**src/rtl/posit_defines.sv**
```systemverilog
// Shared posit-32 (es=2) constants and the datapath hand-off structs.
package posit_defines;

  localparam int unsigned NBITS = 32;
  localparam int unsigned ES    = 2;
  localparam int unsigned FBITS = NBITS - 3 - ES;
  localparam int unsigned ABITS = FBITS + 4;

  localparam int               MAXPOS_SCALE = (NBITS - 2) << ES;
  localparam logic [NBITS-1:0] NAR          = {1'b1, {(NBITS-1){1'b0}}};
  localparam logic [NBITS-1:0] MAXPOS       = {1'b0, {(NBITS-1){1'b1}}};
  localparam logic [NBITS-1:0] MINPOS       = NBITS'(1);

  typedef struct packed {
    logic              sign;
    logic signed [8:0] scale;
    logic [ES-1:0]     exponent;
    logic [ABITS-1:0]  fraction;
    logic              inf;
    logic              zero;
  } value_sum;

  typedef struct packed {
    logic              sign;
    logic signed [9:0] scale;
    logic [FBITS-1:0]  frac;
    logic              guard;
    logic              sticky;
    logic              inf;
    logic              zero;
  } value_norm;

  typedef struct packed {
    logic             sign;
    logic [NBITS-2:0] body;
    logic             guard;
    logic             sticky;
    logic             sat_hi;
    logic             sat_lo;
    logic             inf;
    logic             zero;
  } value_asm;

endpackage

```
**src/rtl/posit_lzc.sv**
```systemverilog
// Combinational leading-zero counter; an all-zero input yields WIDTH.
module posit_lzc #(
  parameter int unsigned WIDTH = 31,
  parameter int unsigned CW    = $clog2(WIDTH + 1)
) (
  input  logic [WIDTH-1:0] data_i,
  output logic [CW-1:0]    count_o
);

  always_comb begin
    count_o = CW'(WIDTH);
    for (int unsigned i = 0; i < WIDTH; i++) begin
      if (data_i[i]) count_o = CW'(WIDTH - 1 - i);
    end
  end

endmodule

```
**src/rtl/posit_normalize_round.sv**
```systemverilog
// Posit adder back end: normalise, assemble regime/exponent, round-to-nearest-even
// and pack; three stages sharing a single stall enable.
module posit_normalize_round
  import posit_defines::*;
(
  input  logic             clk,
  input  logic             reset_n,
  input  logic             in_valid,
  output logic             in_ready,
  input  value_sum         in_data,
  output logic             out_valid,
  input  logic             out_ready,
  output logic [NBITS-1:0] out_posit,
  output logic             out_inexact
);

  localparam int unsigned       LZW       = $clog2(ABITS + 1);
  localparam logic signed [9:0] SAT_SCALE = 10'(MAXPOS_SCALE);

  logic             en;
  logic [LZW-1:0]   lzc;
  logic [ABITS-1:0] norm_shl;
  logic             unused_bits;

  value_norm        s1_d, s1_q;
  value_asm         s2_d, s2_q;
  logic             s1_valid_q, s2_valid_q, out_valid_q;
  logic [NBITS-1:0] out_posit_d, out_posit_q;
  logic             out_inexact_d, out_inexact_q;

  assign en          = out_ready | ~out_valid_q;
  assign in_ready    = en;
  assign out_valid   = out_valid_q;
  assign out_posit   = out_posit_q;
  assign out_inexact = out_inexact_q;

  posit_lzc #(.WIDTH(ABITS)) u_lzc (
    .data_i  (in_data.fraction),
    .count_o (lzc)
  );

  // lzc >= 1 whenever the carry bit is clear, so the shift lands the hidden bit at ABITS-2
  assign norm_shl    = in_data.fraction << (lzc - LZW'(1));
  assign unused_bits = ^{in_data.exponent, norm_shl[ABITS-1:ABITS-2]};

  // S1: renormalise
  always_comb begin
    logic signed [9:0] scale_ext;
    scale_ext   = {in_data.scale[8], in_data.scale};
    s1_d        = '0;
    s1_d.sign   = in_data.sign;
    s1_d.inf    = in_data.inf;
    s1_d.zero   = in_data.zero | (in_data.fraction == '0);
    if (in_data.fraction[ABITS-1]) begin
      s1_d.scale  = scale_ext + 10'sd1;
      s1_d.frac   = in_data.fraction[ABITS-2:3];
      s1_d.guard  = in_data.fraction[2];
      s1_d.sticky = in_data.fraction[1] | in_data.fraction[0];
    end else begin
      s1_d.scale  = scale_ext + 10'sd1 - 10'(lzc);
      s1_d.frac   = norm_shl[ABITS-3:2];
      s1_d.guard  = norm_shl[1];
      s1_d.sticky = norm_shl[0];
    end
  end

  // S2: a leading {1,0} arithmetic-shifted by k gives k+1 ones then 0; {0,1} shifted
  // logically by ~k (= -k-1) gives -k zeros then 1.
  always_comb begin
    logic signed [9:0]         scale_s;
    logic signed [9:0]         k;
    logic [9:0]                shamt;
    logic                      kneg;
    logic [2*NBITS-1:0]        v0, v;
    logic signed [2*NBITS-1:0] vs;
    scale_s = s1_q.scale;
    k       = scale_s >>> ES;
    kneg    = k[9];
    shamt   = kneg ? ~k : k;
    v0      = {~kneg, kneg, s1_q.scale[ES-1:0], s1_q.frac, s1_q.guard, {NBITS{1'b0}}};
    vs      = $signed(v0) >>> shamt;
    v       = kneg ? (v0 >> shamt) : vs;
    s2_d        = '0;
    s2_d.sign   = s1_q.sign;
    s2_d.body   = v[2*NBITS-1 -: NBITS-1];
    s2_d.guard  = v[NBITS];
    s2_d.sticky = (|v[NBITS-1:0]) | s1_q.sticky;
    s2_d.sat_hi = scale_s > SAT_SCALE;
    s2_d.sat_lo = scale_s < -SAT_SCALE;
    s2_d.inf    = s1_q.inf;
    s2_d.zero   = s1_q.zero;
  end

  // S3: round, saturate, sign
  always_comb begin
    logic             inc;
    logic [NBITS-1:0] mag;
    inc           = s2_q.guard & (s2_q.sticky | s2_q.body[0]);
    mag           = {1'b0, s2_q.body} + NBITS'(inc);
    out_inexact_d = s2_q.guard | s2_q.sticky;
    if (mag[NBITS-1]) mag = MAXPOS;
    if (s2_q.sat_hi) begin
      mag           = MAXPOS;
      out_inexact_d = 1'b1;
    end else if (s2_q.sat_lo) begin
      mag           = MINPOS;
      out_inexact_d = 1'b1;
    end
    out_posit_d = s2_q.sign ? (~mag + NBITS'(1)) : mag;
    if (s2_q.inf) begin
      out_posit_d   = NAR;
      out_inexact_d = 1'b0;
    end else if (s2_q.zero) begin
      out_posit_d   = '0;
      out_inexact_d = 1'b0;
    end
  end

  always_ff @(posedge clk or negedge reset_n) begin
    if (!reset_n) begin
      s1_q          <= '0;
      s2_q          <= '0;
      s1_valid_q    <= 1'b0;
      s2_valid_q    <= 1'b0;
      out_valid_q   <= 1'b0;
      out_posit_q   <= '0;
      out_inexact_q <= 1'b0;
    end else if (en) begin
      s1_q          <= s1_d;
      s2_q          <= s2_d;
      s1_valid_q    <= in_valid;
      s2_valid_q    <= s1_valid_q;
      out_valid_q   <= s2_valid_q;
      out_posit_q   <= out_posit_d;
      out_inexact_q <= out_inexact_d;
    end
  end

endmodule
```
**config.mk**
```make
export PLATFORM = sky130hd
export DESIGN_NAME = posit_normalize_round
export DESIGN_NICKNAME = d
export VERILOG_FILES = /design/src/rtl/posit_defines.sv /design/src/rtl/posit_lzc.sv /design/src/rtl/posit_normalize_round.sv
export SDC_FILE = /design/constraint.sdc
export NUM_CORES = 1
export LEC_CHECK = 0
export ABC_AREA = 1
export BUFFER_PORTS_ARGS = -buffer_cell sky130_fd_sc_hd__buf_2
export CAP_MARGIN = 20
export CORE_MARGIN = 2
export CORE_UTILIZATION = 45
export DETAILED_ROUTE_END_ITERATION = 8
export PLACE_DENSITY = 0.71
export SYNTH_ARGS = -nofsm -noshare
export SYNTH_HDL_FRONTEND = slang
export SYNTH_SLANG_ARGS = --single-unit
export TNS_END_PERCENT = 10
```
**constraint.sdc**
```tcl
create_clock -name clk -period 4.31 [get_ports clk]
set_input_delay 0.431 -clock clk [delete_from_list [all_inputs] [get_ports clk]]
set_output_delay 0.431 -clock clk [all_outputs]
set_load 0.01 [all_outputs]
```
==> run summary <==
Slowest stage cell, crit path: dfrtp_1
Total gr overflow: 0
Post-synth top area share: 24.7%
First-pass GRT wire length: 64,700 µm
Largest net degree at the start of global routing: 61
Synth area leaders: dfrtp_1, nand2_1, o21ai_0
Relative slew slack: 31.0%
EDFF count, synth: 0
CP most frequent cell: nand3_2
Die X: 165 µm
Worst slack, placed: 139 ps
# setup viols final: 0
Primary FF master, synth: dfrtp_1
Detailed Routing Iterations Pass 1: 8
Post-route cell area: 0.0132 mm²
Comb pwr share: 63.7%
Row count: 59
CTS tree: done
Synthesized instance count: 1,967
Inst Count DP: 2,311
Die H: 165 µm
Max Buffers Root-to-Sink: 2
RSZ-0062 raised after global routing: true
Boundary Pins: 84
Yosys warning count: 0
Clk_lat worst skew: 420 ps
Slew @ Worst Pin: 1020 ps
Post-Layout Cell Count: 2,349
Crit path largest cell delay: 410 ps
Power Dens Cells: 720 mW/mm²
Worst Skew: 15.5 ps
Layout cell share with drive strength beyond 1: 11.1%
Sw Pwr: 5.13 mW
Fmax: 247 MHz
Pins Over Slew Limit: 0
Buf/Inv on CP: 6
Sink Count: 116
Flop pwr share: 19.9%
Initial Util: 45.4%
Final GP Congestion: 1.00
Family with the most delay on the worst path: simple AND/OR/NAND/NOR gates
Layout area overhead: 12.4%
Final #Nets: 2,080
CP Launch Type: flip-flop
Area of placed instances: 0.0124 mm²
Antenna-violating nets left: 0
Root Buffer: clkbuf_16
Fillers: 2,770
TNS Setup: 0 ps
Synthesized area per cell: 5.97 µm²
Syn nets: 2,044
P_leak: 6.47 nW
Final wirelength: 40,700 µm
Buffers on Ports: 81
Commonest non-fill, non-tap cells in the layout: nand2_1, inv_1, o21ai_0, nand3_1, nor2_1
Multi-input logic area: 0.00753 mm²
CP Class: reg -> reg
Period utilisation layout: 93.9%
Vias per inst: 5.65
Worst setup EP type: flip-flop
Worst Path Max Fanout: 6
Max Cap Viol: 0
Worst Hold Class: in -> async
CTS Hold Buffers Added: 0
Asr flop ratio synth: 100%
Run status: complete, no violations
Area leader, netlist: dfrtp_1
Via total after detailed routing: 13,300
CTS Buf Count: 17
Most common cell after layout, fill and taps aside: nand2_1
Initial antenna violation count: 0
Clk pwr share: 16.3%
DR WL/cell: 17.3 µm
Reg clk slew, reported paths: 60 ps
Synth unique cells: 55
Synthesized flop and latch total: 116
WP data required: 4650 ps
Mapped Area: 0.0117 mm²
Die Area: 0.0274 mm²
Post-DP HPWL: 31,600 µm
Sw Share: 54.0%
Peak supply drop: 333 µV
CP arrival: 4390 ps
Reg area: 0.00290 mm²
DRT iter0 DRCs: 1,129
Overall global routing resource usage: 29.8%
Number of global-route vias before repair: 12,400
Fin. Hold Viols: 0
Final core utilization: 51.0%
Fin crit period: 4050 ps
Seq/Total Area, Yosys: 24.7%
Antenna Cells: 0
Internal power: 4.37 mW
DRC viols: 0
H-tree depth: 4
Setup ws final: 262 ps
Core ar.: 0.0258 mm²
## power by group through the flow
stage / sequential (mW) / clock, mW / combinational, mW
after global routing: 1.94 / 1.62 / 6.76
after floorplan: 1.81 / 0 / 4.13
after CTS: 1.89 / 1.57 / 5.91
after global placement: 1.89 / 0 / 5.86
final: 1.89 / 1.55 / 6.05
after detailed placement: 1.90 / 0 / 5.88
## cells in the mapped netlist (9+ instances only)
master / instances
buf_1: 14
nor2_1: 176
buf_2: 20
xor2_1: 22
a21oi_1: 96
ha_1: 27
inv_2: 15
nand2_1: 504
nand3_1: 219
or2_2: 9
dfrtp_1: 116
nor2_2: 9
inv_1: 229
o21ai_1: 9
nor4_1: 11
o21ai_0: 227
nand4_1: 19
a31oi_1: 27
a22oi_1: 27
nor3_1: 32
clkbuf_1: 69
## through the flow
step	power (mW)	hold WS, ps
6_report	9.50	82.3
5_1_grt	10.3	147
2_1_floorplan	5.93	135
3_5_place_dp	7.78	450
4_1_cts	9.36	113
3_3_place_gp	7.75	433
## registers in the layout (all words and copies together), names as in the netlist
| signal | count |
|---|---|
| out_posit | 32 |
| s1_q | 42 |
| s2_valid_q | 1 |
| out_inexact | 1 |
| s1_valid_q | 1 |
| out_valid | 1 |
| s2_q | 38 |
## worst reg2reg max path: cells and delay by family (launching register included)
family,cells,cell delay (ps)
AOI/OAI and AO/OA,2,350
DFF,1,410
buffers and inverters,6,400
and+or+nand+nor,24,2480
adders and majority gates,2,350
## kinds of logic (layout without fill, tap and decap cells)
group	count (synthesis)	in the layout	synth area share, %
AND/OR/NAND/NOR	1011	1011	37.7
AO/OA/AOI/OAI	428	428	20.3
buffers and inverters	353	400	11.7
flip-flops	116	116	24.7
XOR/XNOR	29	29	2.32
adder cells (fa/ha/maj)	28	28	3.05
multiplexers	2	2	0.171
## final timing paths
check,depth (start not counted),slack [ps],from,end
worst max-delay path,34,260,s2_q[4],out_posit[30]
worst min-delay path,1,80,reset_n,s2_q[16]
worst max register to register,34,260,s2_q[4],out_posit[30]
worst min register to register,2,460,s2_valid_q,out_valid
max in group asynchronous,2,3320,reset_n,out_posit[25]
min in group clk,3,210,in_valid,s1_valid_q
## per-layer routing
metal | share of wire (%) | routed length (µm) | up-vias | global-route usage (%)
li1 | - | - | 6577 | -
met1 | 43 | 17600 | 6183 | 38.2
met2 | 49 | 20100 | 448 | 52.7
met3 | 4.9 | 1990 | 67 | 3.62
met4 | 2.6 | 1070 | 0 | 8.23
met5 | 0 | 0 | - | 0
## timing repair
action	in CTS	in global routing
endpoints found under the hold margin	0	0
endpoints found under the setup margin	0	7
resized for setup	0	17
setup buffers	0	7
## layout make-up
class / instances / share of cell area [%]
Clock buffer: 21 / 3.42
Clock inverter: 9 / 1.35
Inverter: 246 / 7.05
Multi-Input combinational cell: 1498 / 57.1
Sequential cell: 116 / 22.0
Tap cell: 335 / 3.18
Timing Repair Buffer: 123 / 5.86
Timing Repair inverter: 1 / 0.0380
(Power assumes the default switching activity.)
